[src/rtl/fetch_controller.sv]
// Instruction fetch sequencer: owns the PC, drives a req/ack instruction memory port and
// hands instructions to decode under a stall handshake. Optional feature macro: FETCH_OOB_TRAP_EN.
module fetch_controller #(
    parameter logic [31:0] IMEM_BASE = 32'h0100_0000,
    parameter logic [31:0] IMEM_LAST = 32'h0100_07FC,
    parameter logic [31:0] TRAP_VEC  = 32'h0100_0040
) (
    input  logic        clk,
    input  logic        rst,
    input  logic        start,
    input  logic        stall,
    input  logic        redirect,
    input  logic [31:0] redirect_addr,
    output logic        imem_req,
    output logic [31:0] imem_addr,
    input  logic        imem_ack,
    input  logic [31:0] imem_rdata,
    output logic        instr_valid,
    output logic [31:0] instr,
    output logic [31:0] instr_pc,
    output logic        oob_trap
);

`ifdef FETCH_OOB_TRAP_EN
    localparam logic [31:0] OOB_TARGET = TRAP_VEC;
`else
    localparam logic [31:0] OOB_TARGET = IMEM_BASE;
    logic [31:0] unused_trap_vec;
    assign unused_trap_vec = TRAP_VEC;
`endif

    typedef enum logic [1:0] {
        ST_IDLE    = 2'd0,
        ST_FETCH   = 2'd1,
        ST_DELIVER = 2'd2
    } state_t;

    state_t      state_q, state_d;
    logic [31:0] pc_q, pc_d;
    logic [31:0] instr_q, instr_d;
    logic [31:0] instr_pc_q, instr_pc_d;
    logic        instr_valid_q, instr_valid_d;

    logic        pc_update;
    logic [31:0] pc_cand;
    logic        cand_ovf;
    logic        cand_oob;
    logic [31:0] redirect_pc;
    logic [31:0] seq_pc;
    logic        seq_carry;
    logic        unused_redirect_lsbs;

    assign redirect_pc          = {redirect_addr[31:2], 2'b00};
    assign unused_redirect_lsbs = ^redirect_addr[1:0];
    assign {seq_carry, seq_pc}  = {1'b0, pc_q} + 33'd4;

    // A carry out of pc+4 wrapped past the top of the address space.
    assign cand_oob = cand_ovf || (pc_cand < IMEM_BASE) || (pc_cand > IMEM_LAST);

    always_comb begin
        state_d       = state_q;
        pc_d          = pc_q;
        instr_d       = instr_q;
        instr_pc_d    = instr_pc_q;
        instr_valid_d = instr_valid_q;
        pc_update     = 1'b0;
        pc_cand       = pc_q;
        cand_ovf      = 1'b0;

        case (state_q)
            ST_IDLE: begin
                if (start) begin
                    pc_d    = IMEM_BASE;
                    state_d = ST_FETCH;
                end
            end
            ST_FETCH: begin
                if (redirect) begin
                    // Any data acked this cycle belongs to the abandoned path.
                    pc_update     = 1'b1;
                    pc_cand       = redirect_pc;
                    instr_valid_d = 1'b0;
                    state_d       = ST_FETCH;
                end else if (imem_ack) begin
                    instr_d       = imem_rdata;
                    instr_pc_d    = pc_q;
                    instr_valid_d = 1'b1;
                    pc_update     = 1'b1;
                    pc_cand       = seq_pc;
                    cand_ovf      = seq_carry;
                    state_d       = ST_DELIVER;
                end
            end
            ST_DELIVER: begin
                if (redirect) begin
                    pc_update     = 1'b1;
                    pc_cand       = redirect_pc;
                    instr_valid_d = 1'b0;
                    state_d       = ST_FETCH;
                end else if (!stall) begin
                    instr_valid_d = 1'b0;
                    state_d       = ST_FETCH;
                end
            end
            default: begin
                state_d       = ST_IDLE;
                instr_valid_d = 1'b0;
            end
        endcase

        if (pc_update) begin
            pc_d = cand_oob ? OOB_TARGET : pc_cand;
        end
    end

    always_ff @(posedge clk or posedge rst) begin
        if (rst) begin
            state_q       <= ST_IDLE;
            pc_q          <= IMEM_BASE;
            instr_q       <= 32'd0;
            instr_pc_q    <= 32'd0;
            instr_valid_q <= 1'b0;
        end else begin
            state_q       <= state_d;
            pc_q          <= pc_d;
            instr_q       <= instr_d;
            instr_pc_q    <= instr_pc_d;
            instr_valid_q <= instr_valid_d;
        end
    end

`ifdef FETCH_OOB_TRAP_EN
    logic oob_trap_q;

    always_ff @(posedge clk or posedge rst) begin
        if (rst) begin
            oob_trap_q <= 1'b0;
        end else begin
            oob_trap_q <= pc_update && cand_oob;
        end
    end

    assign oob_trap = oob_trap_q;
`else
    assign oob_trap = 1'b0;
`endif

    assign imem_req    = (state_q == ST_FETCH);
    assign imem_addr   = pc_q;
    assign instr_valid = instr_valid_q;
    assign instr       = instr_q;
    assign instr_pc    = instr_pc_q;

endmodule

[config.mk]
export PLATFORM = sky130hd
export DESIGN_NAME = fetch_controller
export DESIGN_NICKNAME = d
export VERILOG_FILES = /design/src/rtl/fetch_controller.sv
export SDC_FILE = /design/constraint.sdc
export NUM_CORES = 1
export LEC_CHECK = 0
export CELL_PAD_IN_SITES_DETAIL_PLACEMENT = 1
export CELL_PAD_IN_SITES_GLOBAL_PLACEMENT = 1
export CORE_ASPECT_RATIO = 2
export CORE_MARGIN = 1.5
export CORE_UTILIZATION = 50
export CTS_BUF_LIST = sky130_fd_sc_hd__clkbuf_4
export DETAILED_ROUTE_END_ITERATION = 6
export DONT_BUFFER_PORTS = 1
export PLACE_DENSITY_LB_ADDON = 0.1
export SETUP_SLACK_MARGIN = 0.05
export SLEW_MARGIN = 20
export SYNTH_ARGS = -nofsm -noshare
export SYNTH_HDL_FRONTEND = slang
export SYNTH_SLANG_ARGS = --single-unit
export TNS_END_PERCENT = 100
[constraint.sdc]
create_clock -name clk -period 3.5 [get_ports clk]
set_clock_uncertainty 0.1 [all_clocks]
set_input_delay 0.175 -clock clk [delete_from_list [all_inputs] [get_ports clk]]
set_output_delay 0.175 -clock clk [all_outputs]
set_load 0.02 [all_outputs]
==> out/summary.txt, run 1 <==
Outcome: complete, but fails checks
Failing checks: DRC, setup timing
H-tree level count: 3
Area growth syn-to-layout: 22.08%
Initial core utilization: 51.54%
Share of cells above drive strength 1: 26.51%
Vias after detailed routing: 5330
Mux contribution to synthesized area: 12.59%
Psw: 2371 µW
Fmax: 0.2834 GHz
Root Buffer: clkbuf_4
Seq cells post-synth: 99
I/O pins: 169
Placer Congestion: 0.9472
First-pass DRT Iterations: 7
Reg2reg path depth: 13
Hold Crit Endpoint: instr_pc[24]$_DFFE_PP0P_
Largest net degree at the start of global routing: 83
Final hold vios: 0
Worst endpoint data arrival time: 3850 ps
Hold Crit Depth: 2
Sinks on Clock Net: 99
DIE HEIGHT: 150.4 µm
Worst vdd ir: 0.3500 mV
Yosys cell types: 70
Clock slew at reported path FFs: 180 ps
Crit path launch type: flop
Seq/Total Area, Yosys: 45.61%
P_int: 2536 µW
Via/cell ratio: 6.940
Clock Latency Late Sink: 480 ps
FF-to-FF setup slack: -30 ps
Setup TNS: -119.4 ps
Comb pwr share: 50.3%
Power per cell area: 739.7 nW/µm²
Syn Nets: 618
Largest family of logic cells by synthesized area: simple AND/OR/NAND/NOR gates
Row cnt: 53
Async S/R FF share, synth: 100.0%
Syn Inst Count: 543
Number of synthesized flops with an enable pin: 0
Remaining antenna violation count after routing: 0
Hpwl dp: 15290 µm
Placed cells: 705
Full die area: 11540 µm²
Setup ws final: -28.65 ps
CP Capture Type: flop
Commonest cells after routing, fill and taps aside: dfrtp_1, buf_4, mux2_2
Xor and xnor area share after synthesis: 1.451%
Final net count: 700
Crit Path Max Fanout: 19
CP Class: flop to flop
Worst EP required: 3830 ps
Number of global-route vias before repair: 5706
Max-slew violation count: 0
Maximum Capacitance Violations: 0
Non-filler instance count after layout: 768
CTS Buf Count: 9
Initial drt markers: 557
Max Buffers Root-to-Sink: 2
Clock share of power: 12.0%
Residual DRC count: 2
Initial antenna violation count: 2
Final WL: 23380 µm
Hold Crit Class: primary input to flop
Hold path start: imem_ack
Rel. slew slack: 50.06%
First-pass GRT wire length: 35150 µm
Most common library cell in the layout ignoring fill and taps: dfrtp_1
Yosys warns: 0
Sw Share: 48.31%
CTS tree: done
Simple-gate share of the synthesized area: 19.41%
Total grt overflow: 0
Sequential Power Share: 37.6%
Port Buffer Count: 0
Fin crit share: 100.8%
Avg WL per Cell: 30.44 µm
Adder-cell share of the synthesized area: 1.151%
Actual slew at the worst max-slew pin: 749.1 ps
FF-to-FF Start: state_q[0]$_DFFE_PP0P_
Period minus WS final: 3529 ps
Syn Std Cell Area: 5434 µm²
Main synth FF type: dfrtp_1
Count of final setup violators: 8
Reg2reg end: imem_addr[6]$_DFFE_PP0P_
Compound-gate portion of the synthesized area: 15.70%
Area of the core: 10540 µm²
Static Leak: 0.002953 µW
Width of the die: 76.72 µm
Mean Syn Cell Area: 10.01 µm²
GRT Total Usage: 41.34%
-- synthesized netlist by cell type, drive strengths merged (12+ instances only) --
| cell type | n | area, µm² |
|---|---|---|
| dfrtp | 98 | 2452 |
| mux2 | 59 | 664.4 |
| nand2 | 41 | 153.9 |
| nor2 | 28 | 105.1 |
| o21ai | 28 | 140.1 |
| clkbuf | 27 | 101.4 |
| and2 | 22 | 137.6 |
| nand3 | 19 | 95.09 |
| a21oi | 18 | 90.09 |
| inv | 16 | 60.06 |
| nor4 | 13 | 81.33 |
| buf | 12 | 56.30 |
| nor3 | 12 | 60.06 |
-- layout make-up --
type / count / area (µm²)
clock inverters: 7 / 52.55
flip-flops and latches: 99 / 2481
clock buffers: 9 / 67.56
well taps: 137 / 171.4
fillers: 1122 / 3910
diodes: 1 / 2.502
multi-input cells: 389 / 2833
repair buffers: 110 / 960.9
inverters: 16 / 65.06
-- cells by family (layout without fill, tap and decap cells) --
logic type,count (synthesis),in the layout
adders and majority gates,5,5
and+or+nand+nor,192,192
DFF,99,99
buffers and inverters,55,142
muxes,61,61
xor gates and xnor gates,9,9
other,1,2
AOI/OAI and AO/OA,121,121
-- per-layer routing --
layer / wire length (µm) / vias up / track usage (%)
met5: 10 / - / 0
met1: 7416 / 2614 / 41.86
met2: 11930 / 409 / 71.64
met4: 2091 / 2 / 31.94
li1: - / 2172 / -
met3: 1929 / 133 / 10.73
-- stage by stage --
stage	total power [µW]	hold WS [ps]	worst slack, ps	util [%]	area [µm²]
detailed placement	3932	229.2	73.75	56.60	5968
global route	5069	46.25	-151.6	62.92	6634
floorplan	3021	225.6	235.3	-	5434
CTS	4533	41.16	131.2	61.64	6499
finish	4907	54.44	-28.65	62.92	6634
global placement	3821	206.4	186.0	56.60	5968
-- state kept, by name, summed over array words and instances (netlist names) --
name and count:
instr_valid 1, imem_addr 32, instr 32, state_q 2
instr_pc 32
-- worst max path at each step --
stage               cells after the start  slack [ps]                         to                startpoint
floorplan                              10         240  imem_addr[10]$_DFFE_PP0P_  imem_addr[4]$_DFFE_PP0P_
global placement                       13         190   imem_addr[7]$_DFFE_PP0P_    state_q[0]$_DFFE_PP0P_
detailed placement                     13          70   imem_addr[2]$_DFFE_PP0P_    state_q[0]$_DFFE_PP0P_
CTS                                    12         130   imem_addr[3]$_DFFE_PP0P_    state_q[0]$_DFFE_PP0P_
global route                           12        -150   imem_addr[3]$_DFFE_PP0P_    state_q[0]$_DFFE_PP0P_
finish                                 13         -30   imem_addr[6]$_DFFE_PP0P_    state_q[0]$_DFFE_PP0P_
-- power by group through the flow --
stage / registers [µW] / clock network, µW / logic [µW]
after global placement: 1820 / 0 / 2000
after CTS: 1820 / 565 / 2150
after floorplan: 1810 / 0 / 1210
final: 1850 / 590 / 2470
after detailed placement: 1850 / 0 / 2090
after global routing: 1870 / 629 / 2570
-- repair_timing --
item	CTS	global route
gates resized for setup	1	20
setup endpoints to repair	3	11
pin swaps	0	3
buffers inserted	0	4
endpoints found under the hold margin	122	0
gates cloned	0	1
hold buffers	41	0
-- critical path: stages (launching register included) --
cell,delay (ps)
dfrtp_1,450
inv_1,170
ha_4,250
buf_12,150
inv_1,120
nor2_1,80
o311ai_1,550
nand3_1,260
nor4_2,330
buf_4,160
nand4_1,170
nor4b_4,310
buf_6,170
a22o_1,180
Note: power is estimated with default switching activity, not from simulation.
==> run 2, diff against run 1 <==
REMOVE_ABC_BUFFERS = 1   (was default)
==> out/summary.txt, run 2 (synthesis gave the netlist of run 1 again) <==
H-tree level count: 3 (unchanged)
CP Class: flop to flop
Grt peak-use layer: met2
Fmax: 0.2874 GHz (+1.4%)
Reg2reg path depth: 9 (-4)
Initial antenna violation count: 1 (-1)
Hold Crit Depth: 3 (+1)
Worst endpoint data arrival time: 3750 ps (-100 ps)
GR Layer Usage met3: 9.273% (-1.5 points)
Most common library cell in the layout ignoring fill and taps: dfrtp_1
Hold path start: redirect
First-pass GRT wire length: 33930 µm (-3.5%)
CTS Buf Count: 9 (unchanged)
First-pass DRT Iterations: 5 (-2)
Power per cell area: 747.4 nW/µm² (+1.0%)
Slowest-stage cell, CP: or4b_2
I/O pins: 169 (unchanged)
CP Capture Type: flop
Final WL: 23090 µm (-1.3%)
Via/cell ratio: 6.892 (-0.69%)
Area growth syn-to-layout: 21.25%
Sinks on Clock Net: 99 (unchanged)
Clock slew at reported path FFs: 170 ps (about the same)
Placer Congestion: 0.9358 (-1.2%)
Row cnt: 53 (unchanged)
Hpwl dp: 15400 µm (+0.71%)
Hold Slack: -31.53 ps (-85.97 ps)
Full die area: 11540 µm² (unchanged)
Worst vdd ir: 0.2991 mV (-15%)
Crit-path leading delay family: compound AO/OA/AOI/OAI gates
Critical path depth: 9 (-4)
Bufs and invs on worst path: 1 (-4)
Non-filler instance count after layout: 762 (-0.78%)
Final core occ: 62.49% (-0.43 points)
Maximum Capacitance Violations: 0 (unchanged)
Period minus WS final: 3479 ps (-49.47 ps)
Actual slew at the worst max-slew pin: 960.2 ps (+211.1 ps)
Final hold vios: 1 (+1)
Tot Pwr: 4924 µW (+0.35%)
Setup TNS: 0 ps (+119.4 ps)
Final net count: 695 (-0.71%)
Area of the core: 10540 µm² (unchanged)
Share of cells above drive strength 1: 26.28% (-0.23 points)
Vias after detailed routing: 5252 (-1.5%)
Fin crit share: 99.40% (-1.4 points)
Cell Chain, Critical Path: inv_1 > ha_2 > nand2_1 > o31a_1 > a211oi_4 > nand3b_1 > or4b_2 > o2111ai_1 > o21ai_1
Crit path launch type: flop
Initial core utilization: 51.54% (unchanged)
Port Buffer Count: 0 (unchanged)
Max Buffers Root-to-Sink: 2 (unchanged)
Number of global-route vias before repair: 5593 (-2.0%)
Commonest cells after routing, fill and taps aside: dfrtp_1, buf_4, mux2_2
Count of final setup violators: 0 (-8)
Avg WL per Cell: 30.30 µm (-0.49%)
Hold Crit Endpoint: imem_addr[4]$_DFFE_PP0P_
GRT met1 Usage: 39.92% (-1.9 points)
Initial drt markers: 468 (-16%)
DIE HEIGHT: 150.4 µm (unchanged)
Rel. slew slack: 35.99% (-14 points)
Static Leak: 0.002949 µW (-0.11%)
Outcome: complete, but fails checks
CTS tree: done
Largest net degree at the start of global routing: 90 (+8.4%)
FF-to-FF setup slack: 20 ps (+50 ps)
FF-to-FF Start: state_q[0]$_DFFE_PP0P_
GRT Total Usage: 39.95% (-1.4 points)
Total grt overflow: 0 (unchanged)
Reg2reg end: imem_addr[1]$_DFFE_PP0P_
Residual DRC count: 0 (-2)
Clock Latency Late Sink: 510 ps (+30 ps)
GR Util met2: 70.13% (-1.5 points)
Hold Crit Class: primary input to flop
Worst EP required: 3770 ps (-60 ps)
Failing checks: hold timing
Remaining antenna violation count after routing: 0 (unchanged)
Placed cells: 707 (+0.28%)
Width of the die: 76.72 µm (unchanged)
Root Buffer: clkbuf_4
Largest stage delay, worst path: 720 ps (+170 ps)
Max-slew violation count: 0 (unchanged)
Crit Path Max Fanout: 9 (-10)
run 2: report_power, final:
group	internal (µW)	total [µW]	switching (µW)	leakage, µW
registers	1380	1850	474	0.00131
logic	907	2370	1460	0.00156
clock network	287	707	420	0.0000800
run 2: stage by stage:
step | area (µm²) | hold WS (ps) | worst slack [ps]
after global placement | 5958 | 226.5 | 207.3
after detailed placement | 5958 | 229.2 | 59.58
final | 6589 | -31.53 | 20.83
after CTS | 6500 | 6.451 | 60.45
after floorplan | 5276 | 225.9 | -372.8
after global routing | 6589 | 14.19 | -10.38
run 2: worst register-to-register path, cell delays in order, from the launching register on:
cell	delay, ps
dfrtp_1	450
inv_1	120
ha_2	460
nand2_1	190
o31a_1	320
a211oi_4	320
nand3b_1	140
or4b_2	720
o2111ai_1	370
o21ai_1	150
run 2: area by class of cell:
| cell class | count | area [µm²] |
|---|---|---|
| clock buffers | 9 | 67.56 |
| fillers | 1115 | 3955 |
| multi-input cells | 389 | 2833 |
| well taps | 137 | 171.4 |
| flip-flops and latches | 99 | 2480 |
| inverters | 16 | 65.06 |
| repair buffers | 105 | 880.8 |
| clock inverters | 6 | 88.84 |
| diodes | 1 | 2.502 |
run 2: how the worst max path moves through the flow:
stage	from	to	slack, ps
detailed placement	state_q[1]$_DFFE_PP0P_	imem_addr[9]$_DFFE_PP0P_	60
global placement	state_q[1]$_DFFE_PP0P_	imem_addr[6]$_DFFE_PP0P_	210
floorplan	state_q[1]$_DFFE_PP0P_	instr[0]$_DFFE_PP0P_	-370
finish	state_q[0]$_DFFE_PP0P_	imem_addr[1]$_DFFE_PP0P_	20
CTS	state_q[1]$_DFFE_PP0P_	imem_addr[0]$_DFFE_PP0P_	60
global route	imem_addr[9]$_DFFE_PP0P_	imem_addr[7]$_DFFE_PP0P_	-10
run 2: repair_timing:
item                                    in CTS  in global routing
resized for setup                            3                 15
hold buffers                                37                  0
endpoints found under the setup margin       9                 11
setup buffers                                0                  2
pin swaps                                    0                  4
hold endpoints to repair                   125                  0
run 2: metal layers:
layer / wire, µm / vias to the layer above
met2: 11740 / 382
met3: 1702 / 134
met4: 2116 / 0
li1: - / 2165
met1: 7528 / 2571
met5: 0 / -
